**src/rtl/pixel_plot_sink.sv**
```systemverilog
// pixel_plot_sink: queues (x, y, color) plot requests and writes them to the framebuffer port
// Optional feature macro: PIXEL_SINK_CLIP_EN (drop and count off-screen requests)
module pixel_plot_sink #(
    parameter int SCREEN_W   = 640,
    parameter int SCREEN_H   = 480,
    parameter int FIFO_DEPTH = 4,
    parameter int ADDR_W     = 19
) (
    input  logic              clk,
    input  logic              reset,
    input  logic              plot_valid,
    output logic              plot_ready,
    input  logic [9:0]        x_in,
    input  logic [8:0]        y_in,
    input  logic [2:0]        color_in,
    output logic              fb_req,
    input  logic              fb_ack,
    output logic [ADDR_W-1:0] fb_addr,
    output logic [2:0]        fb_color,
    output logic              busy,
    output logic [15:0]       clip_count
);
    localparam int PW = $clog2(FIFO_DEPTH);
    localparam int DW = ADDR_W + 3;

    logic [DW-1:0]     mem [FIFO_DEPTH];
    logic [PW-1:0]     wr_ptr, rd_ptr;
    logic [PW:0]       count;
    logic              full, empty, accept, in_range, push, pop;
    logic [ADDR_W-1:0] push_addr;

    // Handshake, address arithmetic and queue control
    always_comb begin
        full       = count == (PW + 1)'(FIFO_DEPTH);
        empty      = count == '0;
        plot_ready = !reset && !full;
        accept     = plot_valid && plot_ready;
        push_addr  = ADDR_W'(32'(y_in) * 32'(SCREEN_W) + 32'(x_in));
`ifdef PIXEL_SINK_CLIP_EN
        in_range   = (32'(x_in) < 32'(SCREEN_W)) && (32'(y_in) < 32'(SCREEN_H));
`else
        in_range   = 1'b1;
`endif
        push       = accept && in_range;
        pop        = !empty && (!fb_req || fb_ack);
        busy       = !empty || fb_req;
    end

    // Queue pointers and occupancy; count is one bit wider than the pointers
    always_ff @(posedge clk or posedge reset) begin
        if (reset) begin
            wr_ptr <= '0;
            rd_ptr <= '0;
            count  <= '0;
        end else begin
            wr_ptr <= push ? wr_ptr + 1'b1 : wr_ptr;
            rd_ptr <= pop ? rd_ptr + 1'b1 : rd_ptr;
            count  <= count + (PW + 1)'(push) - (PW + 1)'(pop);
        end
    end

    // Queue storage holds {addr, color}; contents are don't-care while empty
    always_ff @(posedge clk) begin
        if (push) mem[wr_ptr] <= {push_addr, color_in};
    end

    // Output holding slot: reload from the head on retire so writes can go back-to-back
    always_ff @(posedge clk or posedge reset) begin
        if (reset) begin
            fb_req   <= 1'b0;
            fb_addr  <= '0;
            fb_color <= '0;
        end else if (pop) begin
            fb_req              <= 1'b1;
            {fb_addr, fb_color} <= mem[rd_ptr];
        end else if (fb_ack) begin
            fb_req <= 1'b0;
        end
    end

`ifdef PIXEL_SINK_CLIP_EN
    // Count accepted but off-screen requests, saturating
    always_ff @(posedge clk or posedge reset) begin
        if (reset) clip_count <= '0;
        else if (accept && !in_range && clip_count != 16'hFFFF) clip_count <= clip_count + 1'b1;
    end
`else
    assign clip_count = '0;
`endif
endmodule

```
**config.mk**
```make
export PLATFORM = sky130hd
export DESIGN_NAME = pixel_plot_sink
export DESIGN_NICKNAME = d
export VERILOG_FILES = /design/src/rtl/pixel_plot_sink.sv
export SDC_FILE = /design/constraint.sdc
export NUM_CORES = 1
export LEC_CHECK = 0
export ABC_CLOCK_PERIOD_IN_PS = 5420
export CAP_MARGIN = 20
export CORE_MARGIN = 10
export CORE_UTILIZATION = 40
export DETAILED_ROUTE_END_ITERATION = 6
export RECOVER_POWER = 25
export SYNTH_ARGS = -nofsm -noshare
export SYNTH_HDL_FRONTEND = slang
export SYNTH_SLANG_ARGS = --single-unit
```
**constraint.sdc**
```tcl
create_clock -name clk -period 5.42 [get_ports clk]
set_input_delay 1.084 -clock clk [delete_from_list [all_inputs] [get_ports clk]]
set_output_delay 1.084 -clock clk [all_outputs]
set_load 0.005 [all_outputs]
```
==> results_dict.tcl, run 1 <==
set metrics [dict create \
    status "finished, final reports clean" \
    end_kind "register" \
    setup_viol 0 \
    syn_inst 291 \
    drive_gt1_share_pct 21.0 \
    synth.yosys.seq_area_share_pct 66.0 \
    rsz0062_at_grt "false" \
    start_util_pct 40.7 \
    grt_pass1_vias 2887 \
    dp_hpwl_mm 5.96 \
    critPathMaxFanout 4 \
    cts_tree "built" \
    core_sq_mm 0.0126 \
    grt_pass1_wl_mm 14.6 \
    fin_worst_skew_ns 0.0178 \
    fmax_mhz 274 \
    grt_overflow 0 \
    track_usage_pct 10.6 \
    syn2layout_area_growth_pct 24.5 \
    drt_iter0_drc 105 \
    portBuffers 50 \
    routedWlPerCell_microns 16.4 \
    hold_depth 1 \
    drc 0 \
    arrival_ns 3.81 \
    dp_slack_ns 1.38 \
    pin_count 67 \
    cts_buffers 17 \
    gp_congestion 0.760 \
    relSlewSlack_pct 19.2 \
    post_cts_buffers 0 \
    ys_warn_count 0 \
    r2r-start "count[1]" \
    cts_hold_buf 0 \
    holdPathEnd "count[2]" \
    h-tree-depth 4 \
    ant_nets 0 \
    diodes 0 \
    reg2reg_depth 11 \
    die_w_microns 133 \
    cts.sinks 118 \
    routed_via_density 4.80 \
    reg2reg_to "count[2]" \
    die_h_microns 133 \
    wirelength_mm 8.90 \
    num_rows 41 \
    worstPathRequired_ns 5.57 \
    ir_drop_mv 0.327 \
    finalHoldViolCount 0 \
    clockBufferDepth 2 \
    r2r_slack_ns 2.98 \
    clkLatencyLatePin_ns 0.41 \
    root_buffer "clkbuf_16" \
    powerDensity_mw_per_mm2 514 \
    tightestPinTransition_ns 1.21 \
    synth.avg_cell_area_sq_um 17.7 \
    fin_ws_ns 1.77 \
    dr.pass1.iters 5 \
    final_nets 411 \
    p_leak_uw 0.00240 \
    crit_type "input pin to register" \
    hp-start "count[2]" \
    postSynthRegisterBits 118 \
    path_clk_slew_ns 0.05 \
    hold_path_class "register to register" \
    cp-start-kind "input pin" \
    syn_area_sq_mm 0.00514 \
    period_minus_slack_ns 3.65 \
    finalSetupTns_ns 0 \
    synth.distinct_cells 35 \
    num_vias 2612 \
    post-route-period-util_pct 67.4 \
    grt_start_max_net_pins 26 \
    die_area_sq_mm 0.0178 \
    cap_viol_max_count 0 \
    antenna_found_initial 0 \
    report.final.slew_viol_count 0 \
    post_cts_resized 0 \
]
layout by cell type, fill, tap and decap left out, types with 3 or more instances in the layout:
cell              n
a21o_1            3
a21oi_1           5
and3_1            4
buf_4             6
bufinv_16         4
clkbuf_1          4
clkbuf_16        17
clkdlybuf4s50_1  37
clkinv_1          4
clkinv_2          3
conb_1           16
dfrtp_1          30
dlygate4sd3_1    13
edfxtp_1         88
fa_1              3
ha_1             23
inv_1            15
mux2_2           22
mux4_2           22
nand2_1           7
nor2_1            4
o21ai_0           5
xnor2_1          15
xor2_1            3
area by class of cell:
| type | instances | area, sq um |
|---|---|---|
| clock buffer | 20 | 437 |
| fill | 1092 | 6220 |
| timing repair buffer | 57 | 549 |
| inverter | 15 | 56.3 |
| multi-input combinational | 150 | 1590 |
| sequential | 118 | 3390 |
| tap | 172 | 215 |
| clock inverter | 12 | 159 |
flip-flops by register name, summed over array words and instances, names as in the netlist:
name and flops:
fb_addr 19, rd_ptr 2, wr_ptr 2, fb_color 3, count 3, mem 88, fb_req 1
through the flow:
stage                     hold WS [ns]  instance area (sq um)  power (uW)  utilization, %  std cells
after detailed placement         0.487                   5810        2230            46.0        512
after floorplan                  0.468                   5200        1870               -        306
after CTS                        0.499                   6400        3350            50.7        544
after global placement           0.484                   5810        2200            46.0        512
after global routing             0.511                   6400        3470            50.7        544
final                            0.493                   6400        3290            50.7        544
cells by family (layout without fill, tap and decap cells):
logic type               Yosys count  in the layout  share of synthesized area (%)
AO/OA/AOI/OAI                     21             21                           2.75
AND/OR/NAND/NOR                   24             24                           2.39
multiplexers                      44             44                           14.5
flip-flops                       118            118                           66.0
XOR/XNOR                          19             19                           3.38
buffers and inverters             38            104                           4.16
other                              1             16                         0.0730
adder cells (fa/ha/maj)           26             26                           6.77
where the power goes:
part           switching, uW  leakage, uW  internal, uW
clock network            357     0.000292           759
registers                136      0.00115          1190
logic                    327     0.000965           517
routing by layer:
layer	up-vias	track usage, %	share of wire [%]
li1	1216	-	-
met1	1323	11.7	42
met2	62	17.9	52
met3	11	3.50	3.8
met4	0	5.08	1.6
met5	-	0	0
cells in the mapped netlist, drive strengths merged:
master / n / area [sq um]
edfxtp: 88 / 2640
dfrtp: 30 / 751
buf: 23 / 158
ha: 23 / 288
mux2: 22 / 248
mux4: 22 / 495
xnor2: 16 / 148
inv: 15 / 56.3
nand2: 7 / 26.3
a21oi: 6 / 33.8
o21ai: 6 / 30.0
and3: 4 / 25.0
nor2: 4 / 15.0
a21o: 3 / 22.5
fa: 3 / 60.1
xor2: 3 / 26.3
nand4: 2 / 12.5
nor3: 2 / 10.0
a211oi: 1 / 7.51
a311oi: 1 / 15.0
and2: 1 / 6.26
and2b: 1 / 7.51
and4: 1 / 8.76
conb: 1 / 3.75
nand3: 1 / 5.00
nor2b: 1 / 6.26
o211a: 1 / 10.0
o21a: 1 / 7.51
o21bai: 1 / 7.51
o31ai: 1 / 7.51
critical path: stages:
cell and delay [ns]:
clkdlybuf4s50_1 0.46, ha_1 0.32, ha_1 0.22, fa_1 0.40, a21oi_1 0.21, nor2_1 0.07, a211oi_1 0.31, xnor2_1 0.23
inv_1 0.08, o31ai_1 0.42
how the worst max path moves through the flow:
stage                  from    endpoint  slack [ns]
finish              y_in[1]  mem[3][21]        1.77
global route        y_in[1]  mem[2][21]        1.57
CTS                 y_in[1]  mem[2][21]        1.81
detailed placement  y_in[1]  mem[2][21]        1.38
global placement    y_in[1]  mem[0][21]        1.48
floorplan           y_in[1]  mem[0][21]        2.12
(Power assumes the default switching activity.)
==> inputs of run 2 (changes only) <==
--- a/config.mk
+++ b/config.mk
@@ -5,7 +5,7 @@
 export SDC_FILE = /design/constraint.sdc
 export NUM_CORES = 1
 export LEC_CHECK = 0
-export ABC_CLOCK_PERIOD_IN_PS = 5420
+export ABC_CLOCK_PERIOD_IN_PS = 3250
 export CAP_MARGIN = 20
 export CORE_MARGIN = 10
 export CORE_UTILIZATION = 40
==> constraint.sdc (replaced) <==
create_clock -name clk -period 3.25 [get_ports clk]
set_input_delay 0.65 -clock clk [delete_from_list [all_inputs] [get_ports clk]]
set_output_delay 0.65 -clock clk [all_outputs]
set_load 0.005 [all_outputs]
==> run 2 against run 1 <==
  * Sequential power is 65% higher
  * Design area increased by 3.1%
  * Die area unchanged
  * Sequential cell count unchanged
  * Sequential share of layout area decreased by 1.6 points
  * Clock power up 80%
  * Critical path depth did not move
  * Hold slack better by 0.0097 ns
  * Cell count up 3.1%
  * First-iteration DRC count grew 25%
  * Critical path type unchanged
==> results_dict.tcl, run 2 (same netlist as run 1, synthesis figures left out) <==
set metrics [dict create \
    p_int_uw 4320 \
    clockPowerShare_pct 35.4 \
    dp_slack_ns -0.331 \
    reg2reg_to "count[2]" \
    cts_buffers 17 \
    layout_common_cells "edfxtp_1 (88), clkdlybuf4s50_1 (38), dfrtp_1 (30)" \
    regMostFlops "mem" \
    p_leak_uw 0.00251 \
    finalHoldViolCount 0 \
    tightestPinTransition_ns 1.28 \
    diodes 0 \
    period_minus_slack_ns 3.03 \
    ir_drop_mv 0.546 \
    num_rows 41 \
    comb_power_share_pct 26.1 \
    fmax_mhz 330 \
    drc 0 \
    track_usage_pct 10.9 \
    num_vias 2645 \
    fin_worst_skew_ns 0.00566 \
    critPathMaxFanout 4 \
    pin_count 67 \
    hp-start "fb_addr[8]" \
    die_w_microns 133 \
    cts_tree "built" \
    wirelength_mm 9.12 \
    dp_hpwl_mm 6.19 \
    fin_ws_ns 0.216 \
    p_sw_share_pct 24.5 \
    die_area_sq_mm 0.0178 \
    syn2layout_area_growth_pct 28.4 \
    routed_via_density 4.71 \
    hold-worst-slack_ns 0.503 \
    grt_pass1_vias 2941 \
    ant_nets 0 \
    worstPathRequired_ns 3.39 \
    r2r_slack_ns 0.96 \
    path_clk_slew_ns 0.05 \
    power_switching_uw 1400 \
    die_h_microns 133 \
    reg2reg_depth 11 \
    post-route-period-util_pct 93.3 \
    drt_iter0_drc 131 \
    status "finished, final reports clean" \
    p_seq_share_pct 38.5 \
    cts.sinks 118 \
    gp_congestion 0.749 \
    setup_viol 0 \
    post_cts_buffers 0 \
    rsz0062_at_grt "false" \
    crit_type "input pin to register" \
    cp-start-kind "input pin" \
    holdPathEnd "fb_addr[8]" \
    antenna_found_initial 0 \
    end_kind "register" \
    drive_gt1_share_pct 25.4 \
    cap_viol_max_count 0 \
    start_util_pct 40.7 \
    final_nets 428 \
    arrival_ns 3.17 \
    portBuffers 50 \
    routedWlPerCell_microns 16.2 \
    largestRegisters "mem: 88 flops, fb_addr: 19 flops" \
    fin_area_sq_mm 0.00660 \
    core_sq_mm 0.0126 \
    final_common_cell "edfxtp_1" \
    hold_path_class "register to register" \
    report.final.slew_viol_count 0 \
    place_area_sq_mm 0.00595 \
    r2r-start "count[1]" \
    relSlewSlack_pct 14.6 \
    h-tree-depth 4 \
    largest_reg_flops 88 \
    clockBufferDepth 2 \
    clkLatencyLatePin_ns 0.41 \
    post-route-util_pct 52.3 \
    root_buffer "clkbuf_16" \
    grt_pass1_wl_mm 14.8 \
    powerDensity_mw_per_mm2 867 \
    dr.pass1.iters 4 \
    grt_overflow 0 \
    hold_depth 1 \
    grt_start_max_net_pins 25 \
]
run 2: power groups by stage:
stage | combinational [uW] | clock, uW | sequential (uW)
after floorplan | 979 | 0 | 2150
after global placement | 1510 | 0 | 2230
after detailed placement | 1540 | 0 | 2240
after CTS | 1540 | 2060 | 2220
after global routing | 1640 | 2120 | 2250
final | 1490 | 2020 | 2200
run 2: worst max-delay path by stage:
| stage | slack (ns) | from | depth (start not counted) | endpoint |
|---|---|---|---|---|
| after detailed placement | -0.33 | y_in[1] | 10 | mem[2][21] |
| after floorplan | 0.39 | y_in[1] | 9 | mem[0][21] |
| after CTS | 0.11 | y_in[1] | 10 | mem[1][21] |
| final | 0.22 | y_in[1] | 10 | mem[2][20] |
| after global routing | 0.03 | y_in[1] | 10 | mem[3][21] |
| after global placement | -0.22 | y_in[1] | 10 | mem[0][21] |
run 2: repair_timing:
item,in CTS,in global routing
resized for setup,0,1
endpoints found under the setup margin,0,4
hold buffers,0,0
run 2: critical path: stages:
cell and delay [ns]:
clkdlybuf4s50_1 0.43, ha_1 0.30, ha_1 0.22, fa_1 0.41
a21oi_1 0.22, nor2_1 0.07, a211oi_1 0.31, xnor2_1 0.21
nand4_1 0.16, xor2_1 0.20
run 2: area by class of cell:
type / instances / area [sq um]
fillers: 1097 / 6020
flip-flops and latches: 118 / 3390
multi-input cells: 150 / 1590
repair buffers: 74 / 689
clock buffers: 23 / 478
well taps: 172 / 215
clock inverters: 9 / 171
inverters: 15 / 56.3
run 2: per-stage QoR:
stage,total power (uW),setup TNS (ns),std cells
floorplan,3130,0,306
global placement,3740,-1.81,529
detailed placement,3780,-2.93,529
CTS,5820,0,561
global route,6020,0,561
finish,5720,0,561
run 2: per-layer routing:
layer / track usage [%] / up-vias / part of all wire, %
li1: - / 1246 / -
met1: 11.6 / 1333 / 42
met2: 18.7 / 53 / 52
met3: 3.68 / 13 / 3.9
met4: 5.80 / 0 / 2.1
met5: 0 / - / 0
